`config.mk`:
```
export PLATFORM = sky130hd
export DESIGN_NAME = input_conditioner
export DESIGN_NICKNAME = d
export VERILOG_FILES = /design/src/rtl/input_pkg.sv /design/src/rtl/debounce_bit.sv /design/src/rtl/input_conditioner.sv
export SDC_FILE = /design/constraint.sdc
export NUM_CORES = 1
export LEC_CHECK = 0
export ABC_AREA = 1
export CAP_MARGIN = 40
export CORE_MARGIN = 8
export CORE_UTILIZATION = 45
export CTS_CLUSTER_DIAMETER = 200
export DETAILED_ROUTE_END_ITERATION = 12
export HOLD_SLACK_MARGIN = 0.15
export SLEW_MARGIN = 40
export SYNTH_ARGS = -nofsm -noshare
export SYNTH_HDL_FRONTEND = slang
export SYNTH_SLANG_ARGS = --single-unit
export TNS_END_PERCENT = 20
```
`constraint.sdc`:
```
create_clock -name clock -period 1.6 [get_ports clock]
set_input_delay 0.16 -clock clock [delete_from_list [all_inputs] [get_ports clock]]
set_output_delay 0.16 -clock clock [all_outputs]
set_load 0.03 [all_outputs]
```
`src/rtl/input_pkg.sv`:
```
// Shared constants for the KEY/SW input conditioner: status word layout,
// ack_mask bit indices and default debounce length.
package input_pkg;

  localparam int unsigned DEBOUNCE_CYCLES_DEF = 50000;
  localparam int unsigned N_KEY_DEF           = 2;
  localparam int unsigned N_SW_DEF            = 10;

  localparam int unsigned STATUS_W       = 16;
  localparam int unsigned ST_SW_LSB      = 0;
  localparam int unsigned ST_KEY_LVL_LSB = 10;
  localparam int unsigned ST_KEY_EVT_LSB = 12;
  localparam int unsigned ST_SW_CHG      = 14;

  localparam int unsigned ACK_MASK_W  = 3;
  localparam int unsigned ACK_KEY_LSB = 0;
  localparam int unsigned ACK_SW_CHG  = 2;

endpackage

```
`src/rtl/debounce_bit.sv`:
```
// One input channel: 2-FF synchroniser followed by a counter debounce.
// flip_c is high in the cycle whose closing edge changes the stable value.
module debounce_bit #(
  parameter int unsigned DEBOUNCE_CYCLES = 50000,
  parameter logic        RESET_VAL       = 1'b0
) (
  input  logic clock,
  input  logic reset_n,
  input  logic raw,
  output logic stable,
  output logic flip_c
);

  localparam int unsigned          CNT_W   = $clog2(DEBOUNCE_CYCLES);
  localparam logic [CNT_W-1:0]     CNT_MAX = CNT_W'(DEBOUNCE_CYCLES - 1);

  logic             sync1;
  logic             sync2;
  logic [CNT_W-1:0] cnt;
  logic             differ_c;

  assign differ_c = (sync2 != stable);
  assign flip_c   = differ_c && (cnt == CNT_MAX);

  // Any cycle of agreement restarts the count, so short bounces are dropped.
  always_ff @(posedge clock) begin
    if (!reset_n) begin
      sync1  <= RESET_VAL;
      sync2  <= RESET_VAL;
      stable <= RESET_VAL;
      cnt    <= '0;
    end else begin
      sync1 <= raw;
      sync2 <= sync1;
      if (!differ_c) begin
        cnt <= '0;
      end else if (flip_c) begin
        stable <= sync2;
        cnt    <= '0;
      end else begin
        cnt <= cnt + CNT_W'(1);
      end
    end
  end

endmodule

```
`src/rtl/input_conditioner.sv`:
```
// Debounces the board KEY/SW inputs, detects key presses, keeps sticky event
// flags cleared by ack/ack_mask, and packs everything into a status word.
module input_conditioner
  import input_pkg::*;
#(
  parameter int unsigned DEBOUNCE_CYCLES = DEBOUNCE_CYCLES_DEF,
  parameter int unsigned N_KEY           = N_KEY_DEF,
  parameter int unsigned N_SW            = N_SW_DEF
) (
  input  logic                  clock,
  input  logic                  reset_n,
  input  logic [N_KEY-1:0]      key_raw,
  input  logic [N_SW-1:0]       sw_raw,
  output logic [N_KEY-1:0]      key_level,
  output logic [N_KEY-1:0]      key_press,
  output logic [N_SW-1:0]       sw_level,
  output logic [STATUS_W-1:0]   status,
  input  logic                  ack,
  input  logic [ACK_MASK_W-1:0] ack_mask
);

  logic [N_KEY-1:0] key_stable;
  logic [N_KEY-1:0] key_flip_c;
  logic [N_SW-1:0]  sw_stable;
  logic [N_SW-1:0]  sw_flip_c;
  logic [N_KEY-1:0] key_event;
  logic             sw_changed;
  logic [N_KEY-1:0] key_set_c;
  logic [N_KEY-1:0] key_clr_c;
  logic             sw_clr_c;

  for (genvar i = 0; i < N_KEY; i++) begin : g_key
    debounce_bit #(
      .DEBOUNCE_CYCLES (DEBOUNCE_CYCLES),
      .RESET_VAL       (1'b1)
    ) u_db (
      .clock   (clock),
      .reset_n (reset_n),
      .raw     (key_raw[i]),
      .stable  (key_stable[i]),
      .flip_c  (key_flip_c[i])
    );
  end

  for (genvar i = 0; i < N_SW; i++) begin : g_sw
    debounce_bit #(
      .DEBOUNCE_CYCLES (DEBOUNCE_CYCLES),
      .RESET_VAL       (1'b0)
    ) u_db (
      .clock   (clock),
      .reset_n (reset_n),
      .raw     (sw_raw[i]),
      .stable  (sw_stable[i]),
      .flip_c  (sw_flip_c[i])
    );
  end

  // A press is a flip while the key is currently released (stable high).
  assign key_set_c = key_flip_c & key_stable;
  assign key_clr_c = {N_KEY{ack}} & ack_mask[ACK_KEY_LSB +: N_KEY];
  assign sw_clr_c  = ack & ack_mask[ACK_SW_CHG];

  // Set takes priority over a coincident clear.
  always_ff @(posedge clock) begin
    if (!reset_n) begin
      key_press  <= '0;
      key_event  <= '0;
      sw_changed <= 1'b0;
    end else begin
      key_press  <= key_set_c;
      key_event  <= key_set_c | (key_event & ~key_clr_c);
      sw_changed <= (|sw_flip_c) | (sw_changed & ~sw_clr_c);
    end
  end

  assign key_level = ~key_stable;
  assign sw_level  = sw_stable;

  always_comb begin
    status                             = '0;
    status[ST_SW_LSB      +: N_SW]     = sw_stable;
    status[ST_KEY_LVL_LSB +: N_KEY]    = ~key_stable;
    status[ST_KEY_EVT_LSB +: N_KEY]    = key_event;
    status[ST_SW_CHG]                  = sw_changed;
  end

endmodule

```
==> results of run 1 <==
sequential cells by signal, indices dropped and copies added (netlist names), 2 cells and up:
register           flops
g_key.u_db.stable      2
g_sw.u_db.cnt        160
g_key.u_db.sync1       2
key_event              2
key_press              2
g_sw.u_db.stable      10
g_key.u_db.sync2       2
g_key.u_db.cnt        32
g_sw.u_db.sync1       10
g_sw.u_db.sync2       10
worst register-to-register path: cells and delay by family, from the launching register on:
kind	cells	cell delay [ns]
buf+inv	3	0.22
flops	1	0.33
simple gates	8	0.66
fa+ha+maj	1	0.19
cell families after synthesis:
logic type,Yosys count,share of synthesized area
AOI/OAI and AO/OA,103,0.0494
xor gates and xnor gates,70,0.0575
adders and majority gates,12,0.0141
buffers and inverters,236,0.0965
DFF,233,0.437
other,1,0.000352
and+or+nand+nor,799,0.345
path summary, 6_finish.rpt:
check	start	end	depth (start not counted)	slack, ns
max	g_sw[3].u_db.stable$_SDFFE_PN0P_	status[3]	1	0.05
min	sw_raw[9]	g_sw[9].u_db.sync1$_SDFF_PN0_	3	0.18
max reg2reg	g_sw[1].u_db.cnt[0]$_SDFF_PP0_	sw_changed$_SDFF_PN0_	12	0.09
min reg2reg	g_sw[8].u_db.sync1$_SDFF_PN0_	g_sw[8].u_db.sync2$_SDFF_PN0_	2	0.40
layout by cell type (no fill, tap or decap), types with 8 or more instances in the layout:
cell	count
a21oi_1	67
buf_4	42
clkbuf_16	27
clkdlybuf4s50_1	16
dfxtp_1	229
dlygate4sd2_1	24
ha_1	8
inv_1	191
nand2_1	274
nand2_2	10
nand3_1	75
nand3_2	16
nand4_1	27
nor2_1	235
nor2_2	27
nor3_1	63
nor3b_1	13
o21ai_0	29
or2_0	8
or2_2	12
xnor2_1	23
xor2_1	47
cell type report:
type | count | area (µm²)
Clock buffer | 38 | 767
Tap cell | 319 | 399
Clock inverter | 8 | 115
Timing Repair Buffer | 95 | 848
Multi-Input combinational cell | 987 | 5180
Inverter | 195 | 734
Sequential cell | 233 | 4670
Fill cell | 2344 | 10700
Yosys cell counts, types with 17 or more instances:
cell	n	area, µm²
xor2_1	47	412
nor3_1	64	320
nor2_1	249	935
o21ai_0	31	155
nand3_1	84	420
nand4_1	27	169
nand2_1	277	1040
dfxtp_1	233	4660
xnor2_1	23	201
a21oi_1	67	335
inv_1	192	721
buf_4	29	218
nor2_2	17	106
power breakdown:
group	internal (µW)	total (µW)	switching, µW
Combinational	105	234	129
Clock	3790	6110	2320
Sequential	5840	5860	18.5
Total	9730	12200	2470
timing repair:
action | CTS | global route
endpoints found under the setup margin | 44 | 124
setup buffers | 0 | 7
hold buffers | 2 | 0
cloned | 0 | 2
hold endpoints to repair | 35 | 0
gates resized for setup | 33 | 58
pin swaps | 0 | 10
per-layer routing:
metal / vias up / routed length (µm) / global-route usage
met1: 3930 / 10100 / 0.175
met5: - / 0 / 0
met2: 119 / 9930 / 0.249
met4: 0 / 317 / 0.0351
li1: 4752 / - / -
met3: 25 / 806 / 0.0278
metrics by stage:
step / setup TNS, ns / hold WS (ns) / setup slack [ns]
2_1_floorplan: 0 / 0.258 / 0.188
3_3_place_gp: 0 / 0.393 / 0.0582
3_5_place_dp: -0.249 / 0.397 / -0.0271
4_1_cts: -0.00305 / 0.154 / -0.00305
5_1_grt: -0.291 / 0.181 / -0.0312
6_report: 0 / 0.182 / 0.0456
==> flow_metrics.py, run 1 <==
metrics = {
    "status": {
        "outcome": "complete, no violations",
    },
    "logic_synthesis": {
        "synth.net_count": 1484,
        "ys_seq_area_frac": 0.437,
        "synth_ff_type": "dfxtp_1",
        "synth_seq_cells": 233,
        "syn-cell-area_mm2": 0.0107,
        "ys_async_sr_fraction": 0,
        "synth_edf_count": 0,
        "avgSynthCellArea_um2": 7.33,
        "yosys_warnings": 0,
        "syn_inst": 1454,
        "synth_cell_types": 39,
    },
    "die": {
        "num_rows": 56,
        "die_h_um": 170,
        "ios": 48,
        "initial_utilization": 0.456,
        "die_area_mm2": 0.0289,
        "core-area_mm2": 0.0234,
        "die_x_um": 170,
    },
    "power_and_ir_drop": {
        "p_total_uw": 12200,
        "cellPowerDensity_mw_per_mm2": 960,
        "power_leakage_uw": 0.00496,
        "ir_drop_v": 0.000719,
    },
    "sta": {
        "rsz0062_at_grt": "yes",
        "period_share": 0.972,
        "slew_viol_final": 0,
        "setup_violations": 0,
        "fin_worst_skew_ns": 0.0103,
        "slew_headroom": 0.640,
        "min_period_ns": 1.55,
        "hold_viol_final": 0,
        "fmax_mhz": 643,
        "worst-slew-pin-transition_ns": 0.540,
    },
    "route": {
        "postRouteAntennaNets": 0,
        "drc": 0,
        "wl_per_cell_um": 11.3,
        "vias": 8826,
        "drt_first_pass_iters": 5,
        "via_per_inst": 4.71,
        "wirelength_um": 21200,
        "drt_iter0_drc": 407,
    },
    "global_route": {
        "overflow": 0,
        "grt_pass1_wl_um": 35600,
        "grt_pass1_vias": 8238,
        "grt_max_degree": 38,
        "antenna_found_initial": 0,
        "gr-usage-all-layers": 0.141,
    },
    "layout": {
        "n_antenna_cell": 0,
        "area_delta_synth_final_pct": 19.2,
        "fin_cells": 1875,
        "final_area_mm2": 0.0127,
        "drive_above_1_share": 0.129,
        "finish.utilization": 0.543,
        "nNetsFinal": 1569,
    },
    "setup_path": {
        "crit_buf_inv": 1,
        "crit_fanout": 4,
        "endpoint_kind": "output port",
        "slowest_stage": "dfxtp_1",
        "required_ns": 1.44,
        "start_kind": "flop",
        "crit_type": "reg -> out",
        "slowest_delay_ns": 0.45,
        "path_cells": "dlygate4sd2_1",
        "crit_arrival_ns": 1.39,
        "path_delay_family": "flip-flops",
    },
    "placed_design": {
        "dpl.hpwl_um": 14700,
        "gp_congestion": 0.818,
        "dp_cells": 1818,
        "placed_cell_area_mm2": 0.0116,
        "portBuffers": 46,
    },
    "clock_tree": {
        "clk_latency_ns": 0.52,
        "cts.htree.levels": 1,
        "cts_root_buf": "clkbuf_16",
        "clock_sinks": 233,
        "clkTransAtPathRegs_ns": 0.06,
        "cts.path.max_buffers": 3,
        "cts_tree": "built",
        "cts_buffers": 27,
    },
    "min_path": {
        "hp-class": "in -> reg",
    },
    "job": {
        "maxCapViolations": 0,
    },
}
No activity file was read; power rests on OpenSTA's default activity.
==> run 2, diff against run 1 <==
--- a/config.mk
+++ b/config.mk
@@ -8,10 +8,11 @@
 export ABC_AREA = 1
 export CAP_MARGIN = 40
 export CORE_MARGIN = 8
-export CORE_UTILIZATION = 45
+export CORE_UTILIZATION = 50
 export CTS_CLUSTER_DIAMETER = 200
 export DETAILED_ROUTE_END_ITERATION = 12
 export HOLD_SLACK_MARGIN = 0.15
+export PLACE_DENSITY = 0.68
 export SLEW_MARGIN = 40
 export SYNTH_ARGS = -nofsm -noshare
 export SYNTH_HDL_FRONTEND = slang
==> flow_metrics.py, run 2 (synthesized netlist as in run 1, its figures left out) <==
metrics = {
    "status": {
        "outcome": "complete, no violations",
    },
    "clock_tree": {
        "clock_sinks": 233,
        "cts.htree.levels": 1,
        "cts_tree": "built",
        "cts_root_buf": "clkbuf_16",
        "cts_buffers": 25,
        "clkTransAtPathRegs_ns": 0.06,
        "clk_latency_ns": 0.52,
        "cts.path.max_buffers": 3,
    },
    "layout": {
        "area_delta_synth_final_pct": 17.0,
        "nNetsFinal": 1558,
        "multi_input_area_mm2": 0.00517,
        "top_register": "g_sw.u_db.cnt",
        "register_area_mm2": 0.00467,
        "n_fill_cell": 1927,
        "largest_register_ffs": 160,
        "finish.utilization": 0.595,
        "final_cell_mix": "nand2_1 (275), nor2_1 (238), dfxtp_1 (229)",
        "n_antenna_cell": 0,
        "final_common_cell": "nand2_1",
        "drive_above_1_share": 0.115,
        "reg_top3": "g_sw.u_db.cnt (160), g_key.u_db.cnt (32)",
    },
    "setup_path": {
        "start_kind": "flop",
        "reg2reg_depth": 8,
        "required_ns": 1.44,
        "crit_fanout": 4,
        "r2r_start": "g_sw[4].u_db.cnt[0]$_SDFF_PP0_",
        "endpoint_kind": "output port",
        "startpoint": "g_key[1].u_db.stable$_SDFFE_PN1P_",
        "rrSetupSlack_ns": 0.10,
        "crit_arrival_ns": 1.40,
        "crit_type": "reg -> out",
        "reg2reg_to": "g_sw[4].u_db.cnt[12]$_SDFF_PP0_",
    },
    "sta": {
        "period_share": 0.976,
        "fmax_mhz": 641,
        "rsz0062_at_grt": "yes",
        "hold_viol_final": 0,
        "slew_viol_final": 0,
        "min_period_ns": 1.56,
        "fin_worst_skew_ns": 0.0163,
        "setup_violations": 0,
    },
    "power_and_ir_drop": {
        "power_leakage_uw": 0.00489,
        "p_total_uw": 11700,
        "ir_drop_v": 0.000762,
        "cellPowerDensity_mw_per_mm2": 935,
    },
    "global_route": {
        "antenna_found_initial": 0,
        "grt_pass1_vias": 8418,
        "met2_usage": 0.269,
        "use_met3": 0.0253,
        "use_met1": 0.190,
        "grt_max_degree": 31,
        "grt_pass1_wl_um": 35400,
        "gr-usage-all-layers": 0.153,
        "busiest_layer": "met2",
        "overflow": 0,
    },
    "die": {
        "die_x_um": 162,
        "die_area_mm2": 0.0263,
        "initial_utilization": 0.509,
        "die_h_um": 162,
        "core-area_mm2": 0.0210,
        "num_rows": 53,
        "ios": 48,
    },
    "min_path": {
        "worstHoldStart": "sw_raw[4]",
        "hold-path-cell-count": 3,
        "hold_end": "g_sw[4].u_db.sync1$_SDFF_PN0_",
        "hp-class": "in -> reg",
    },
    "route": {
        "drt_iter0_drc": 381,
        "drt_first_pass_iters": 5,
        "via_per_inst": 4.82,
        "vias": 8760,
        "postRouteAntennaNets": 0,
        "wl_per_cell_um": 11.2,
        "drc": 0,
        "wirelength_um": 20400,
    },
    "job": {
        "maxCapViolations": 0,
    },
    "placed_design": {
        "dpl.hpwl_um": 14400,
        "gp_congestion": 0.828,
        "portBuffers": 46,
    },
}
## run 2: per-stage QoR
step | instance area, µm² | TNS, ns | hold slack, ns | setup slack (ns) | cells
global placement | 11400 | 0 | 0.396 | 0.0317 | 1764
CTS | 12200 | 0 | 0.157 | 0.00965 | 1807
finish | 12500 | 0 | 0.173 | 0.0391 | 1817
global route | 12500 | -0.108 | 0.191 | -0.0404 | 1817
floorplan | 10700 | 0 | 0.258 | 0.188 | 1454
detailed placement | 11400 | -0.0631 | 0.397 | -0.0631 | 1764
## run 2: worst max-delay path, stage by stage, from the launching register on
cell and delay (ns):
dfxtp_1 0.33, inv_1 0.13, dlygate4sd2_1 0.42
## run 2: metal layers
layer  vias to the layer above  routed length (µm)  part of all wire
met5                         -                   0                 0
met4                         0                 413             0.020
met3                        35                 694             0.034
met2                       104                9630              0.47
met1                      3903                9620              0.47
li1                       4718                   -                 -
## run 2: how the worst max path moves through the flow
stage	end	slack [ns]	depth (start not counted)
final	status[11]	0.04	2
after global routing	g_sw[8].u_db.cnt[14]$_SDFF_PP0_	-0.04	7
after CTS	g_key[1].u_db.cnt[11]$_SDFF_PP0_	0.01	8
after detailed placement	g_sw[2].u_db.cnt[2]$_SDFF_PP0_	-0.06	6
after global placement	g_sw[2].u_db.cnt[2]$_SDFF_PP0_	0.03	6
after floorplan	g_sw[9].u_db.cnt[13]$_SDFF_PP0_	0.19	9
## run 2: cell type report
type,instances,share of cell area
tap,275,0.0276
inverter,195,0.0587
clock buffer,35,0.0564
multi-input combinational,988,0.414
clock inverter,6,0.00672
sequential,233,0.374
timing repair buffer,85,0.0620
## run 2: repair_timing
item                                   4_1_cts  5_1_grt
gates resized for setup                     31       49
cloned                                       0        3
setup endpoints to repair                   32      118
pin swaps                                    0        7
endpoints found under the hold margin       34        0
hold buffers                                 2        0
setup buffers                                0        7
## run 2: power by group
part	switching, µW	leakage [µW]	internal (µW)
registers	20.4	0.00188	5840
logic	129	0.00262	104
clock network	2210	0.000388	3360
total	2360	0.00489	9300
